--- src/rtl/div_sched.sv ---
// Shares NUM_DIV divider units among NUM_REQ requesters: round-robin job intake,
// lowest-free-unit dispatch, round-robin tagged result return.
module div_sched #(
  parameter int  NUM_REQ = 4,
  parameter int  NUM_DIV = 2,
  parameter int  WIDTH   = 32,
  localparam int IDW     = $clog2(NUM_REQ)
) (
  input  logic                     clk,
  input  logic                     reset,
  input  logic [NUM_REQ-1:0]       req_valid,
  output logic [NUM_REQ-1:0]       req_ready,
  input  logic [NUM_REQ*WIDTH-1:0] req_x,
  input  logic [NUM_REQ*WIDTH-1:0] req_y,
  output logic [NUM_DIV-1:0]       div_start,
  output logic [NUM_DIV*WIDTH-1:0] div_x,
  output logic [NUM_DIV*WIDTH-1:0] div_y,
  input  logic [NUM_DIV-1:0]       div_valid,
  input  logic [NUM_DIV*WIDTH-1:0] div_q,
  input  logic [NUM_DIV*WIDTH-1:0] div_r,
  input  logic [NUM_DIV-1:0]       div_dbz,
  output logic                     rsp_valid,
  input  logic                     rsp_ready,
  output logic [IDW-1:0]           rsp_id,
  output logic [WIDTH-1:0]         rsp_q,
  output logic [WIDTH-1:0]         rsp_r,
  output logic                     rsp_dbz,
  output logic [NUM_DIV-1:0]       units_busy
);
  localparam int UIW = (NUM_DIV > 1) ? $clog2(NUM_DIV) : 1;

  typedef enum logic [1:0] {IDLE, ISSUE, RUN, DONE} unit_state_t;

  logic [WIDTH-1:0]   x_arr   [NUM_REQ];
  logic [WIDTH-1:0]   y_arr   [NUM_REQ];
  logic [IDW-1:0]     tag_arr [NUM_DIV];
  logic [WIDTH-1:0]   q_arr   [NUM_DIV];
  logic [WIDTH-1:0]   r_arr   [NUM_DIV];
  logic [NUM_DIV-1:0] dbz_vec, idle, done, load, pop;

  logic [IDW-1:0]   rr_req, gnt_id, req_cand;
  logic [UIW-1:0]   rr_rsp, free_unit, rsp_unit, rsp_cand;
  logic             gnt_found, rsp_hit, req_fire, rsp_fire;
  logic [WIDTH-1:0] gnt_x, gnt_y;

  for (genvar i = 0; i < NUM_REQ; i++) begin : g_req
    assign x_arr[i] = req_x[i*WIDTH +: WIDTH];
    assign y_arr[i] = req_y[i*WIDTH +: WIDTH];
  end

  // Intake: first valid requester at or after rr_req, only while some unit is idle.
  always_comb begin
    gnt_found = 1'b0;
    gnt_id    = '0;
    req_cand  = '0;
    for (int off = 0; off < NUM_REQ; off++) begin
      req_cand = IDW'((int'(rr_req) + off) % NUM_REQ);
      if (!gnt_found && req_valid[req_cand]) begin
        gnt_found = 1'b1;
        gnt_id    = req_cand;
      end
    end
  end

  always_comb begin
    free_unit = '0;
    for (int k = NUM_DIV - 1; k >= 0; k--) begin
      if (idle[UIW'(k)]) free_unit = UIW'(k);
    end
  end

  assign req_fire  = gnt_found && (|idle);
  assign req_ready = req_fire ? (NUM_REQ'(1) << gnt_id) : '0;
  assign gnt_x     = x_arr[gnt_id];
  assign gnt_y     = y_arr[gnt_id];

  // Return: first DONE unit at or after rr_rsp drives the response fields.
  always_comb begin
    rsp_hit  = 1'b0;
    rsp_unit = '0;
    rsp_cand = '0;
    for (int off = 0; off < NUM_DIV; off++) begin
      rsp_cand = UIW'((int'(rr_rsp) + off) % NUM_DIV);
      if (!rsp_hit && done[rsp_cand]) begin
        rsp_hit  = 1'b1;
        rsp_unit = rsp_cand;
      end
    end
  end

  assign rsp_valid  = rsp_hit;
  assign rsp_fire   = rsp_hit && rsp_ready;
  assign rsp_id     = tag_arr[rsp_unit];
  assign rsp_q      = q_arr[rsp_unit];
  assign rsp_r      = r_arr[rsp_unit];
  assign rsp_dbz    = dbz_vec[rsp_unit];
  assign units_busy = ~idle;

  always_ff @(posedge clk) begin
    if (reset) begin
      rr_req <= '0;
      rr_rsp <= '0;
    end else begin
      if (req_fire) rr_req <= IDW'((int'(gnt_id) + 1) % NUM_REQ);
      if (rsp_fire) rr_rsp <= UIW'((int'(rsp_unit) + 1) % NUM_DIV);
    end
  end

  for (genvar k = 0; k < NUM_DIV; k++) begin : g_unit
    unit_state_t      state, state_nxt;
    logic [IDW-1:0]   tag;
    logic [WIDTH-1:0] op_x, op_y, res_q, res_r;
    logic             res_dbz;

    assign load[k] = req_fire && (free_unit == UIW'(k));
    assign pop[k]  = rsp_fire && (rsp_unit == UIW'(k));

    always_ff @(posedge clk) begin
      if (reset) state <= IDLE;
      else       state <= state_nxt;
    end

    // A zero divisor never reaches the divider; the unit completes immediately.
    always_comb begin
      state_nxt = state;
      case (state)
        IDLE:    if (load[k]) state_nxt = (gnt_y == '0) ? DONE : ISSUE;
        ISSUE:   state_nxt = RUN;
        RUN:     if (div_valid[k]) state_nxt = DONE;
        DONE:    if (pop[k]) state_nxt = IDLE;
        default: state_nxt = IDLE;
      endcase
    end

    always_ff @(posedge clk) begin
      if (reset) begin
        tag     <= '0;
        op_x    <= '0;
        op_y    <= '0;
        res_q   <= '0;
        res_r   <= '0;
        res_dbz <= 1'b0;
      end else if (load[k]) begin
        tag  <= gnt_id;
        op_x <= gnt_x;
        op_y <= gnt_y;
        if (gnt_y == '0) begin
          res_q   <= '0;
          res_r   <= '0;
          res_dbz <= 1'b1;
        end
      end else if (state == RUN && div_valid[k]) begin
        res_q   <= div_q[k*WIDTH +: WIDTH];
        res_r   <= div_r[k*WIDTH +: WIDTH];
        res_dbz <= div_dbz[k];
      end
    end

    assign idle[k]                   = (state == IDLE);
    assign done[k]                   = (state == DONE);
    assign div_start[k]              = (state == ISSUE);
    assign div_x[k*WIDTH +: WIDTH]   = op_x;
    assign div_y[k*WIDTH +: WIDTH]   = op_y;
    assign tag_arr[k]                = tag;
    assign q_arr[k]                  = res_q;
    assign r_arr[k]                  = res_r;
    assign dbz_vec[k]                = res_dbz;
  end

endmodule

--- config.mk ---
export PLATFORM = sky130hd
export DESIGN_NAME = div_sched
export DESIGN_NICKNAME = d
export VERILOG_FILES = /design/src/rtl/div_sched.sv
export SDC_FILE = /design/constraint.sdc
export NUM_CORES = 1
export LEC_CHECK = 0
export CAP_MARGIN = 0
export CORE_AREA = 2 2 233 235
export DETAILED_ROUTE_END_ITERATION = 16
export DIE_AREA = 0 0 235 237
export SLEW_MARGIN = 0
export SYNTH_ARGS = -nofsm -noshare
export SYNTH_HDL_FRONTEND = slang
export SYNTH_SLANG_ARGS = --single-unit
--- constraint.sdc ---
create_clock -name clk -period 4.85 [get_ports clk]
set_input_delay 0.97 -clock clk [delete_from_list [all_inputs] [get_ports clk]]
set_output_delay 0.97 -clock clk [all_outputs]
set_load 0.01 [all_outputs]
# After elaboration in Yosys (flattened, before gate mapping)
# Index checks and enable logic that the tools add are counted.
[classes]
add_sub_neg = 6
magnitude_cmp = 9
n_eq_ne = 14
shifts = 1
n_mux = 66
n_bitwise = 5
reduce_logical = 26
[op_table]
columns = ["operator", "n"]
rows = [
  ["32-bit two-way mux", 19],
  ["32-bit binary-select mux with 2-bit select", 2],
  ["32-bit logical NOT", 1],
  ["2-bit two-way mux", 14],
  ["1-bit two-way mux", 24],
  ["2-bit one-hot mux with 4 select lines", 2],
  ["1-bit logical AND", 12],
  ["2-bit by 3-bit less-than comparator with 1-bit output, second input constant", 4],
  ["2-bit by 1-bit inequality test with 1-bit output, second input constant", 6],
  ["1-bit binary-select mux with 2-bit select", 4],
  ["2-bit == test, second input constant", 4],
  ["1-bit by 2-bit less-than comparator with 1-bit output, second input constant", 3],
  ["3-bit AND reduction", 2],
  ["2-bit by 1-bit adder with 2-bit output, second input constant", 2],
  ["2-bit adder, second input constant", 2],
  ["2-bit by 1-bit == test with 1-bit output, second input constant", 2],
  ["1-bit logical NOT", 4],
  ["2-bit logical NOT", 2],
  ["4-bit two-way mux", 1],
  ["2-bit inequality test, second input constant", 2],
  ["2-bit AND reduction", 2],
  ["2-bit nonzero test", 2],
  ["1-bit by 2-bit left shift with 4-bit output, first input constant", 1],
  ["3-bit >= comparator, second input constant", 1],
  ["7 further kinds", 9],
]
[word_totals]
regBits = 269
inputBits = 395
out_inout_bits = 204

# Depth between registers and ports, before layout
# Gate-level depths: netlist (run 1).
[depth]
ltp_word = 20
mapped_depth = 15
depth_no_buf = 9

# Worst setup path after synthesis (run 1)
# OpenSTA, ideal clock, no wires.
[synth_timing]
path_kind = "input port to output port"
from = "input port req_valid[2]"
to = "output port req_ready[3]"
t_arrival_ns = 3.036
required_ns = 3.880
slack_ns = 0.844
stages = 11
path_buffers = 5
cell_sequence = "nor2b_1 > buf_6 > or4b_4 > and2_1 > buf_2 > clkinv_2 > buf_6 > buf_4 > clkbuf_1 > ha_1 > and2_1"
[synth_via]
elab_chain_cells = 14
word_cells_on_any_way = 25
classes_between = "1 x shift; 17 x mux; 7 x reduce/logical"
[synth_rtl]
columns = ["item", "line", "source"]
rows = [
  ["start, declared", "11", "input logic [NUM_REQ-1:0] req_valid,"],
  ["1-bit binary-select mux with 2-bit select", "58", "if (!gnt_found && req_valid[req_cand]) begin"],
  ["1-bit two-way mux (implied by the code)", "58", ""],
  ["1-bit two-way mux", "58", ""],
  ["1-bit logical NOT", "58", ""],
  ["1-bit logical AND", "58", ""],
  ["1-bit two-way mux", "58", ""],
  ["1-bit logical NOT", "58", ""],
  ["1-bit logical AND", "58", ""],
  ["1-bit two-way mux", "58", ""],
  ["1-bit logical NOT", "58", ""],
  ["1-bit logical AND", "58", ""],
  ["2-bit two-way mux *", "58", ""],
  ["via gnt_id[0]", "41", "logic [IDW-1:0] rr_req, gnt_id, req_cand;"],
  ["1-bit by 2-bit left shift with 4-bit output *", "73", "assign req_ready = req_fire ? (NUM_REQ'(1) << gnt_id) : '0;"],
  ["4-bit two-way mux *", "73", ""],
  ["end, declared", "12", "output logic [NUM_REQ-1:0] req_ready,"],
]
# Mark *: on every way through the listed nets, which the timed path passes. The rest lies on a longest branch. The select of a mux whose other input is x is not followed.

# Worst setup path after layout (run 1)
[layout_timing]
from = "input port req_valid[1]"
to = "output port req_ready[1]"
[layout_via]
elab_chain_cells = 14
word_cells_on_any_way = 25
classes_between = "1 x shift; 17 x mux; 7 x reduce/logical"
[layout_rtl]
columns = ["item", "line"]
rows = [
  ["1-bit binary-select mux with 2-bit select", "58"],
  ["1-bit two-way mux (implied by the code)", "58"],
  ["1-bit two-way mux", "58"],
  ["1-bit logical NOT", "58"],
  ["1-bit logical AND", "58"],
  ["1-bit two-way mux", "58"],
  ["1-bit logical NOT", "58"],
  ["1-bit logical AND", "58"],
  ["1-bit two-way mux", "58"],
  ["1-bit logical NOT", "58"],
  ["1-bit logical AND", "58"],
  ["2-bit two-way mux / 1-bit two-way mux (equally long branches)", "58"],
  ["1-bit by 2-bit left shift with 4-bit output / 1-bit logical AND (equally long branches)", "73, 72"],
  ["4-bit two-way mux *", "73"],
]
# Every way passes the cells marked *; elsewhere a longest branch is shown, timed or not. The select of a mux whose other input is x is not followed.

==> impl_metrics.csv, run 1 <==
group,metric,value,unit
floorplan,die_x,235,µm
layout,nets,2480,
clock_tree,clk_pin_slew,0.06,ns
timing,max_clock_freq,219.6,MHz
timing,fin_crit,4.554,ns
job,maxCapViolations,0,
clock_tree,post_cts_buffers,0,
clock_tree,cts_sinks,203,
timing,skew,0.02234,ns
power,p_per_area,318.9,mW/mm²
power,finalPower,6.024,mW
synth,synth_area_leaders,"dfxtp_1, nand2_1, nand3_1, mux2_2, a21oi_1",
floorplan,rows,85,
floorplan,core,0.05328,mm²
worst_setup_path,path_class,"in2out",
synth,ys_ff_latch,203,
synth,synth_compound_area_share,19.76,%
placed_design,post-place-cells,2739,
synth,async_flop_share,0,%
worst_setup_path,worstSetupEndpointType,"output port",
clock_tree,cts_buffer_depth,3,
route,drc_errors,0,
layout,finalInstanceArea,0.01889,mm²
worst_setup_path,worstPathRequired,3.88,ns
synth,yosysWarnings,0,
global_routing,antenna_found_initial,16,
placed_design,gp_congestion,0.9540,
worst_setup_path,cp-start-kind,"primary input",
route,drt-initial-drc-count,599,
floorplan,die_y,237,µm
clock_tree,cts-root-buf,"clkbuf_16",
clock_tree,ctsHoldBuffers,0,
worst_setup_path,cp_cell_sequence,"clkdlybuf4s50_1 > nor2b_1 > or4_1 > and2_2 > clkinv_2 > ha_1 > and2_1 > clkdlybuf4s50_1",
placed_design,portBuffers,534,
floorplan,io_pins,599,
synth,synth_top_family_by_area,"simple AND/OR/NAND/NOR gates",
worst_setup_path,cp_slowest_cell,"clkdlybuf4s50_1",
timing,timing.hold.ws,0.4509,ns
global_routing,grt_pass1_vias,13335,
synth,synth_largest_area_cell,"dfxtp_1",
global_routing,grt-ovfl-total,0,
timing,grt_setup_unrepaired,"no",
synth,synthMuxAreaShare,6.041,%
worst_setup_path,worstPathArrival,3.58,ns
power,ir_drop,0.2255,mV
synth,yosys.area_share.simple,29.15,%
layout,drive_gt1_share,10.80,%
route,dr.pass1.iters,5,
global_routing,grt_pass1_wl,78950,µm
timing,finalHoldViolations,0,
worst_setup_path,worstPathMaxFanout,20,
power,p_leak,7.152,nW
timing,relSlewSlack,15.86,%
timing,finalCritPeriodShare,93.90,%
synth,ys_top_cells_by_count,"nand2_1, dfxtp_1, nand3_1, a21oi_1, clkbuf_1",
synth,synthAdderAreaFrac,1.324,%
route,vias,13562,
clock_tree,post_cts_resized,0,
synth,synth_edf_count,0,
synth,yosysMostFrequentCell,"nand2_1",
synth,yosysSeqAreaShare,33.09,%
layout,num-fill-cells,5477,
placed_design,hpwl,39980,µm
placed_design,place_area,0.01788,mm²
worst_setup_path,crit_top_cell,"clkdlybuf4s50_1",
synth,synth_ff_type,"dfxtp_1",
synth,synth_cell_types,49,
timing,setup_viol,0,
floorplan,die-area,0.05570,mm²
outcome,status,"complete, no violations",
clock_tree,cts_tree,"yes",
synth,syn-mean-instance-area,7.503,µm²
global_routing,grt_max_degree,127,
layout,syn_to_final_growth,53.81,%
route,post_drt_via_cell_ratio,4.845,
layout,regArea,0.004064,mm²
clock_tree,htreeDepth,1,
route,final_antenna_net_count,0,
worst_setup_path,slowest_delay,0.56,ns
timing,slew_viol_final,0,
timing,worst_pin_slew,1.262,ns
timing,fin_tns_setup,0,ns
floorplan,initial_utilization,23.05,%
clock_tree,clkLatencyLatePin,0.56,ns
worst_setup_path,rrSetupSlack,1.14,ns
clock_tree,cts_made_buffers,27,
global_routing,grt_util_all_layers,17.97,%
layout,final_cells,2799,
synth,synth_xor_area_share,0,%
synth,postSynthCellCount,1637,
route,drt_wl_total,53250,µm
synth,synth_area,0.01228,mm²
route,wl_per_cell,19.02,µm
synth,synthDominantCellAreaShare,33.09,%
layout,multi_input_area,0.007208,mm²
hold_path,min-delay-path-class,"reg2reg",
metal layers:
layer  wire length [µm]  track usage (%)
met1              21460            21.05
met2              25620            31.05
met3               4071            4.920
met4               2020            7.000
met5                 70                0
layout make-up:
class,instances,area share [%]
timing repair buffer,574,30.14
multi-input combinational,1255,38.16
clock inverter,14,1.139
clock buffer,36,4.073
antenna,10,0.1325
tap,696,4.610
sequential,203,21.51
inverter,11,0.2384
state kept, by name (all words and copies together) (netlist names):
register        flops
g_unit.op_x        32
g_unit.op_y        32
g_unit.res_dbz      2
g_unit.res_q       64
g_unit.res_r       64
g_unit.state        4
g_unit.tag          2
rr_req              2
rr_rsp              1
cells by family after synthesis:
logic type	count (synthesis)
adder cells (fa/ha/maj)	13
other	1
flip-flops	203
AND/OR/NAND/NOR	740
AO/OA/AOI/OAI	372
buffers and inverters	242
multiplexers	66
cells in the final DEF, fill, tap and decap left out, types with 40 or more instances in the layout:
cell type,netlist,final
a21oi_1,146,145
and4_1,65,65
a31oi_1,66,66
conb_1,1,64
nand2_1,388,385
o21ai_2,40,40
mux2_2,65,65
clkdlybuf4s50_1,0,533
dfxtp_1,203,203
nand3_1,193,192
report_power, final:
| part | switching (mW) | internal [mW] | leakage, nW |
|---|---|---|---|
| registers | 0.0788 | 1.80 | 1.65 |
| clock network | 0.836 | 1.38 | 0.480 |
| logic | 1.02 | 0.902 | 5.02 |
| total | 1.94 | 4.08 | 7.15 |
stage by stage:
| step | util (%) | setup slack (ns) |
|---|---|---|
| floorplan | - | 0.8441 |
| global placement | 33.56 | 0.1982 |
| detailed placement | 33.56 | 0.06314 |
| CTS | 35.41 | 0.2835 |
| global route | 35.45 | 0.2121 |
| finish | 35.45 | 0.2959 |
worst paths after layout:
path	startpoint	end	cells after the start
max reg2reg	rr_req[0]$_SDFFE_PP0P_	g_unit[0].res_r[23]$_SDFFE_PP0P_	12
min reg2reg	g_unit[1].res_q[29]$_SDFFE_PP0P_	g_unit[1].res_q[29]$_SDFFE_PP0P_	2
max	req_valid[1]	req_ready[1]	8
min	g_unit[1].res_q[29]$_SDFFE_PP0P_	g_unit[1].res_q[29]$_SDFFE_PP0P_	2
critical path, delay by kind of cell:
kind / cells / cell delay (ns)
fa+ha+maj: 1 / 0.18
simple gates: 4 / 1.19
buf+inv: 3 / 1.23
(Power assumes the default switching activity.)
==> inputs of run 2 (changes only) <==
- CORE_AREA: 2 2 233 235 -> 2 2 231 233
- DIE_AREA: 0 0 235 237 -> 0 0 233 235
- clock period: 4.85 -> 3.9 ns (I/O delays scaled with it)
==> run 2 against run 1 <==
Against the previous run: via count up 2.2%; critical path depth rose by 1; sequential share of layout area down 0.56 points; core utilization is 1.7 points higher; worst hold slack worse by 0.0015 ns; cell count grew 1.9%; non-clock buffer count grew 59; register-to-register slack got worse by 0.54 ns; die area fell by 1.7%; count of clock-buffer cells in the layout rose by 1; flip-flop and latch count is the same; highest routed layer unchanged.
==> impl_metrics.csv, run 2 (same netlist as run 1, synthesis figures left out) <==
group,metric,value,unit
clock_tree,post_cts_buffers,0,
global_routing,grt-ovfl-total,0,
route,final_antenna_net_count,0,
power,p_int,5.193,mW
floorplan,io_pins,599,
power,p_seq_share,30.7,%
route,maxUsedRoutingLayer,"met5",
clock_tree,ctsHoldBuffers,0,
power,p_switching,2.423,mW
layout,syn_to_final_growth,57.91,%
timing,skew,0.009981,ns
route,wl_per_cell,19.43,µm
route,wl_met1,21840,µm
power,finalPower,7.616,mW
power,p_leak,7.477,nW
route,drc_errors,0,
timing,timing.hold.ws,0.4493,ns
power,switching_share,31.82,%
worst_setup_path,worstPathRequired,3.12,ns
worst_setup_path,cp_slowest_cell,"clkdlybuf4s50_1",
layout,drive_gt1_share,13.11,%
clock_tree,cts_buffer_depth,3,
global_routing,grt_pass1_wl,82130,µm
route,drt_wl_total,55410,µm
timing,relSlewSlack,27.03,%
placed_design,gp_congestion,0.9545,
timing,setup_viol,0,
clock_tree,clk_pin_slew,0.06,ns
route,vias,13864,
route,post_drt_via_cell_ratio,4.863,
placed_design,hpwl,42110,µm
timing,worst_pin_slew,1.091,ns
route,dr.pass1.iters,5,
worst_setup_path,rrSetupSlack,0.60,ns
placed_design,portBuffers,534,
worst_setup_path,startpoint,"req_valid[1]",
worst_setup_path,cp-start-kind,"primary input",
floorplan,core,0.05224,mm²
job,maxCapViolations,0,
worst_setup_path,worstPathArrival,2.99,ns
layout,layout_common_cells,"clkdlybuf4s50_1, nand2_1, dfxtp_1, nand3_1, a21oi_1",
timing,slew_viol_final,0,
worst_setup_path,r2r_start,"rr_req[0]$_SDFFE_PP0P_",
power,p_per_area,392.7,mW/mm²
global_routing,grt_pass1_vias,13677,
clock_tree,post_cts_resized,5,
clock_tree,cts_tree,"yes",
floorplan,rows,84,
timing,finalCritPeriodShare,96.57,%
worst_setup_path,slowest_delay,0.51,ns
worst_setup_path,crit_top_cell,"buf_4",
layout,layout_commonest_cell,"clkdlybuf4s50_1",
hold_path,min_from,"g_unit[1].res_q[1]$_SDFFE_PP0P_",
clock_tree,clkLatencyLatePin,0.55,ns
floorplan,die-area,0.05476,mm²
route,wl_met3,4791,µm
worst_setup_path,path_class,"in2out",
timing,finalHoldViolations,0,
clock_tree,cts_made_buffers,27,
worst_setup_path,worstPathMaxFanout,9,
worst_setup_path,worstSetupEndpointType,"output port",
power,clkPwrFrac,34.6,%
floorplan,die_x,233,µm
power,ir_drop,0.3204,mV
timing,max_clock_freq,265.5,MHz
timing,grt_setup_unrepaired,"no",
route,wl_met2,27300,µm
outcome,status,"complete, no violations",
floorplan,die_y,235,µm
route,drt-initial-drc-count,659,
worst_setup_path,cp_cell_sequence,"clkdlybuf4s50_1 > buf_4 > nor2_2 > or4b_4 > and2_4 > buf_4 > ha_1 > and2_1 > dlygate4sd2_1",
clock_tree,cts-root-buf,"clkbuf_16",
global_routing,antenna_found_initial,17,
hold_path,min-delay-path-class,"reg2reg",
layout,nets,2539,
timing,fin_crit,3.766,ns
clock_tree,cts_sinks,203,
clock_tree,htreeDepth,1,
global_routing,grt_util_all_layers,19.21,%
global_routing,grt_max_degree,138,
power,combPwrFrac,34.8,%
floorplan,initial_utilization,23.51,%
layout,reg_top3,"g_unit.res_q (64), g_unit.res_r (64)",
## run 2: critical path, delay by kind of cell
family,cells,cell delay (ns)
AND/OR/NAND/NOR,4,0.89
adder cells (fa/ha/maj),1,0.20
buffers and inverters,4,1.11
## run 2: cell type report
class	count	area, µm²
clock inverter	12	175.2
fill	5452	32840
tap	688	860.8
multi-input combinational	1255	7209
antenna	12	30.03
sequential	203	4064
timing repair buffer	633	6246
clock buffer	37	763.2
inverter	11	45.04
## run 2: path summary, 6_finish.rpt
path | depth (start not counted) | endpoint
worst max register to register | 11 | g_unit[0].res_r[14]$_SDFFE_PP0P_
worst max-delay path | 9 | req_ready[0]
worst min-delay path | 2 | g_unit[1].res_q[1]$_SDFFE_PP0P_
worst min register to register | 2 | g_unit[1].res_q[1]$_SDFFE_PP0P_
## run 2: per-layer routing
layer  global-route usage, %  up-vias
li1                        -     6713
met1                   22.34     6535
met2                   33.82      533
met3                   5.473       71
met4                   5.829       12
met5                       0        -
## run 2: through the flow
stage               TNS [ns]  util [%]  setup slack [ns]  area, µm²  cells
global route               0     37.12           0.03361      19390   2849
detailed placement    -21.04     35.28           -0.3622      18430   2790
global placement      -17.77     35.28           -0.2980      18430   2790
CTS                        0     37.07           0.03193      19360   2839
finish                     0     37.13            0.1339      19390   2851
floorplan                  0         -            0.2741      12520   1700
## run 2: power by group through the flow
stage / logic (mW) / clock network, mW / registers, mW
global placement: 2.64 / 0 / 2.37
floorplan: 1.21 / 0 / 2.43
CTS: 2.65 / 2.72 / 2.33
global route: 2.87 / 2.79 / 2.35
finish: 2.65 / 2.63 / 2.33
detailed placement: 2.64 / 0 / 2.37
==> inputs of run 3 (changes only) <==
- CTS_BUF_LIST: unset -> sky130_fd_sc_hd__clkbuf_16
- TNS_END_PERCENT: unset -> 1
==> run 3 against run 2 <==
Against the previous run: sequential share of layout area is 0.054 points higher; sequential power hardly changed; combinational power hardly changed; setup slack hardly changed; total power is 1.5% lower; die area stayed put; flip-flop and latch count stayed put; worst hold slack hardly changed; fmax hardly changed; clock skew hardly changed.
==> impl_metrics.csv, run 3 (same netlist as run 1, synthesis figures left out) <==
group,metric,value,unit
outcome,status,"complete, no violations",
layout,syn_to_final_growth,57.50,%
clock_tree,cts-root-buf,"clkbuf_16",
power,p_per_area,387.7,mW/mm²
layout,nets,2539,
timing,setup_viol,0,
floorplan,die_x,233,µm
timing,max_clock_freq,265.5,MHz
route,dr.pass1.iters,5,
clock_tree,cts_sinks,203,
worst_setup_path,critPathTopFamily,"buffers and inverters",
hold_path,min-delay-path-class,"reg2reg",
placed_design,hpwl,42110,µm
floorplan,die_y,235,µm
power,p_int,5.081,mW
timing,relSlewSlack,26.68,%
route,wl_per_cell,19.43,µm
worst_setup_path,rrSetupSlack,0.60,ns
power,ir_drop,0.3205,mV
route,maxUsedRoutingLayer,"met5",
layout,layout_commonest_cell,"clkdlybuf4s50_1",
worst_setup_path,cp_slowest_cell,"clkdlybuf4s50_1",
worst_setup_path,path_class,"in2out",
power,p_seq_share,31.1,%
global_routing,antenna_found_initial,17,
route,drt_wl_total,55400,µm
floorplan,initial_utilization,23.51,%
clock_tree,clkLatencyLatePin,0.55,ns
route,post_drt_via_cell_ratio,4.861,
power,switching_share,32.25,%
clock_tree,htreeDepth,1,
clock_tree,cts_buffer_depth,3,
power,combPwrFrac,35.3,%
worst_setup_path,crit_top_cell,"buf_4",
global_routing,grt_util_all_layers,19.20,%
timing,setup_ws,0.1338,ns
route,drt-initial-drc-count,694,
worst_setup_path,worstPathArrival,2.99,ns
job,maxCapViolations,0,
power,clkPwrFrac,33.6,%
route,wl_met2,27300,µm
floorplan,core,0.05224,mm²
placed_design,gp_congestion,0.9545,
timing,fin_crit,3.766,ns
worst_setup_path,worst-path-buf-inv,4,
worst_setup_path,cp-start-kind,"primary input",
timing,skew,0.009983,ns
clock_tree,cts_tree,"yes",
layout,drive_gt1_share,12.88,%
timing,slew_viol_final,0,
global_routing,grt-ovfl-total,0,
timing,finalCritPeriodShare,96.57,%
placed_design,portBuffers,534,
worst_setup_path,worstPathMaxFanout,9,
clock_tree,cts_made_buffers,27,
worst_setup_path,cp_cell_sequence,"clkdlybuf4s50_1 > buf_4 > nor2_2 > or4b_4 > and2_4 > buf_4 > ha_1 > and2_1 > dlygate4sd2_1",
timing,grt_setup_unrepaired,"no",
power,p_leak,7.469,nW
layout,layout_common_cells,"clkdlybuf4s50_1, nand2_1, dfxtp_1, nand3_1, a21oi_1",
placed_design,dp_slack,-0.3622,ns
power,finalPower,7.500,mW
global_routing,grt_pass1_vias,13677,
floorplan,io_pins,599,
global_routing,grt_pass1_wl,82090,µm
route,wl_met3,4764,µm
floorplan,die-area,0.05476,mm²
timing,finalHoldViolations,0,
power,p_switching,2.419,mW
worst_setup_path,worstSetupEndpointType,"output port",
timing,worst_pin_slew,1.096,ns
worst_setup_path,worstPathRequired,3.12,ns
worst_setup_path,slowest_delay,0.51,ns
route,vias,13858,
route,wl_met1,21840,µm
floorplan,rows,84,
layout,reg_top3,"g_unit.res_q (64), g_unit.res_r (64)",
global_routing,grt_max_degree,138,
route,final_antenna_net_count,0,
route,drc_errors,0,
clock_tree,clk_pin_slew,0.06,ns
[run 3: metrics by stage]
stage                     util [%]  instance area (µm²)  std cells  TNS [ns]  hold WS (ns)
after floorplan                  -                12520       1700         0        0.4317
after global placement       35.28                18430       2790    -17.77        0.4386
after detailed placement     35.28                18430       2790    -21.04        0.4439
after CTS                    36.97                19310       2839         0        0.4517
after global routing         37.02                19340       2849         0        0.4656
final                        37.03                19340       2851         0        0.4494
[run 3: worst register-to-register path, cell delays in order, from the launching register on]
cell and delay [ns]:
dfxtp_1 0.38, nor2b_1 0.09, or4_1 0.51, buf_4 0.21
buf_4 0.18, and3_1 0.18, a211oi_1 0.35, o22a_1 0.22
and4b_1 0.26, and4_4 0.45, buf_4 0.25, o21ai_0 0.10
[run 3: layout make-up]
class	count	area, µm²
clock inverters	22	212.7
well taps	688	860.8
clock buffers	27	675.6
fillers	5463	32890
inverters	11	45.04
flip-flops and latches	203	4064
multi-input cells	1255	7209
diodes	12	30.03
repair buffers	633	6246
[run 3: repair_timing]
| action | CTS | global route |
|---|---|---|
| buffers inserted | 0 | 0 |
| resized for setup | 5 | 1 |
| pin swaps | 0 | 0 |
| setup endpoints to repair | 4 | 1 |
| endpoints found under the hold margin | 0 | 0 |
| hold buffers | 0 | 0 |
| gates cloned | 0 | 0 |
[run 3: worst paths after layout]
path	endpoint	startpoint	depth (start not counted)
hold / removal	g_unit[1].res_q[1]$_SDFFE_PP0P_	g_unit[1].res_q[1]$_SDFFE_PP0P_	2
hold reg to reg	g_unit[1].res_q[1]$_SDFFE_PP0P_	g_unit[1].res_q[1]$_SDFFE_PP0P_	2
setup reg to reg	g_unit[0].res_r[14]$_SDFFE_PP0P_	rr_req[0]$_SDFFE_PP0P_	11
setup / recovery	req_ready[0]	req_valid[1]	9
[run 3: power groups by stage]
stage                     clock (mW)  sequential [mW]  combinational, mW
after global routing            2.68             2.35               2.87
after detailed placement           0             2.37               2.64
final                           2.52             2.33               2.65
after global placement             0             2.37               2.64
after CTS                       2.61             2.33               2.65
after floorplan                    0             2.43               1.21
[run 3: per-layer routing]
layer,vias to the layer above,GRT usage (%)
li1,6711,-
met1,6536,22.33
met2,527,33.82
met3,72,5.473
met4,12,5.810
met5,-,0
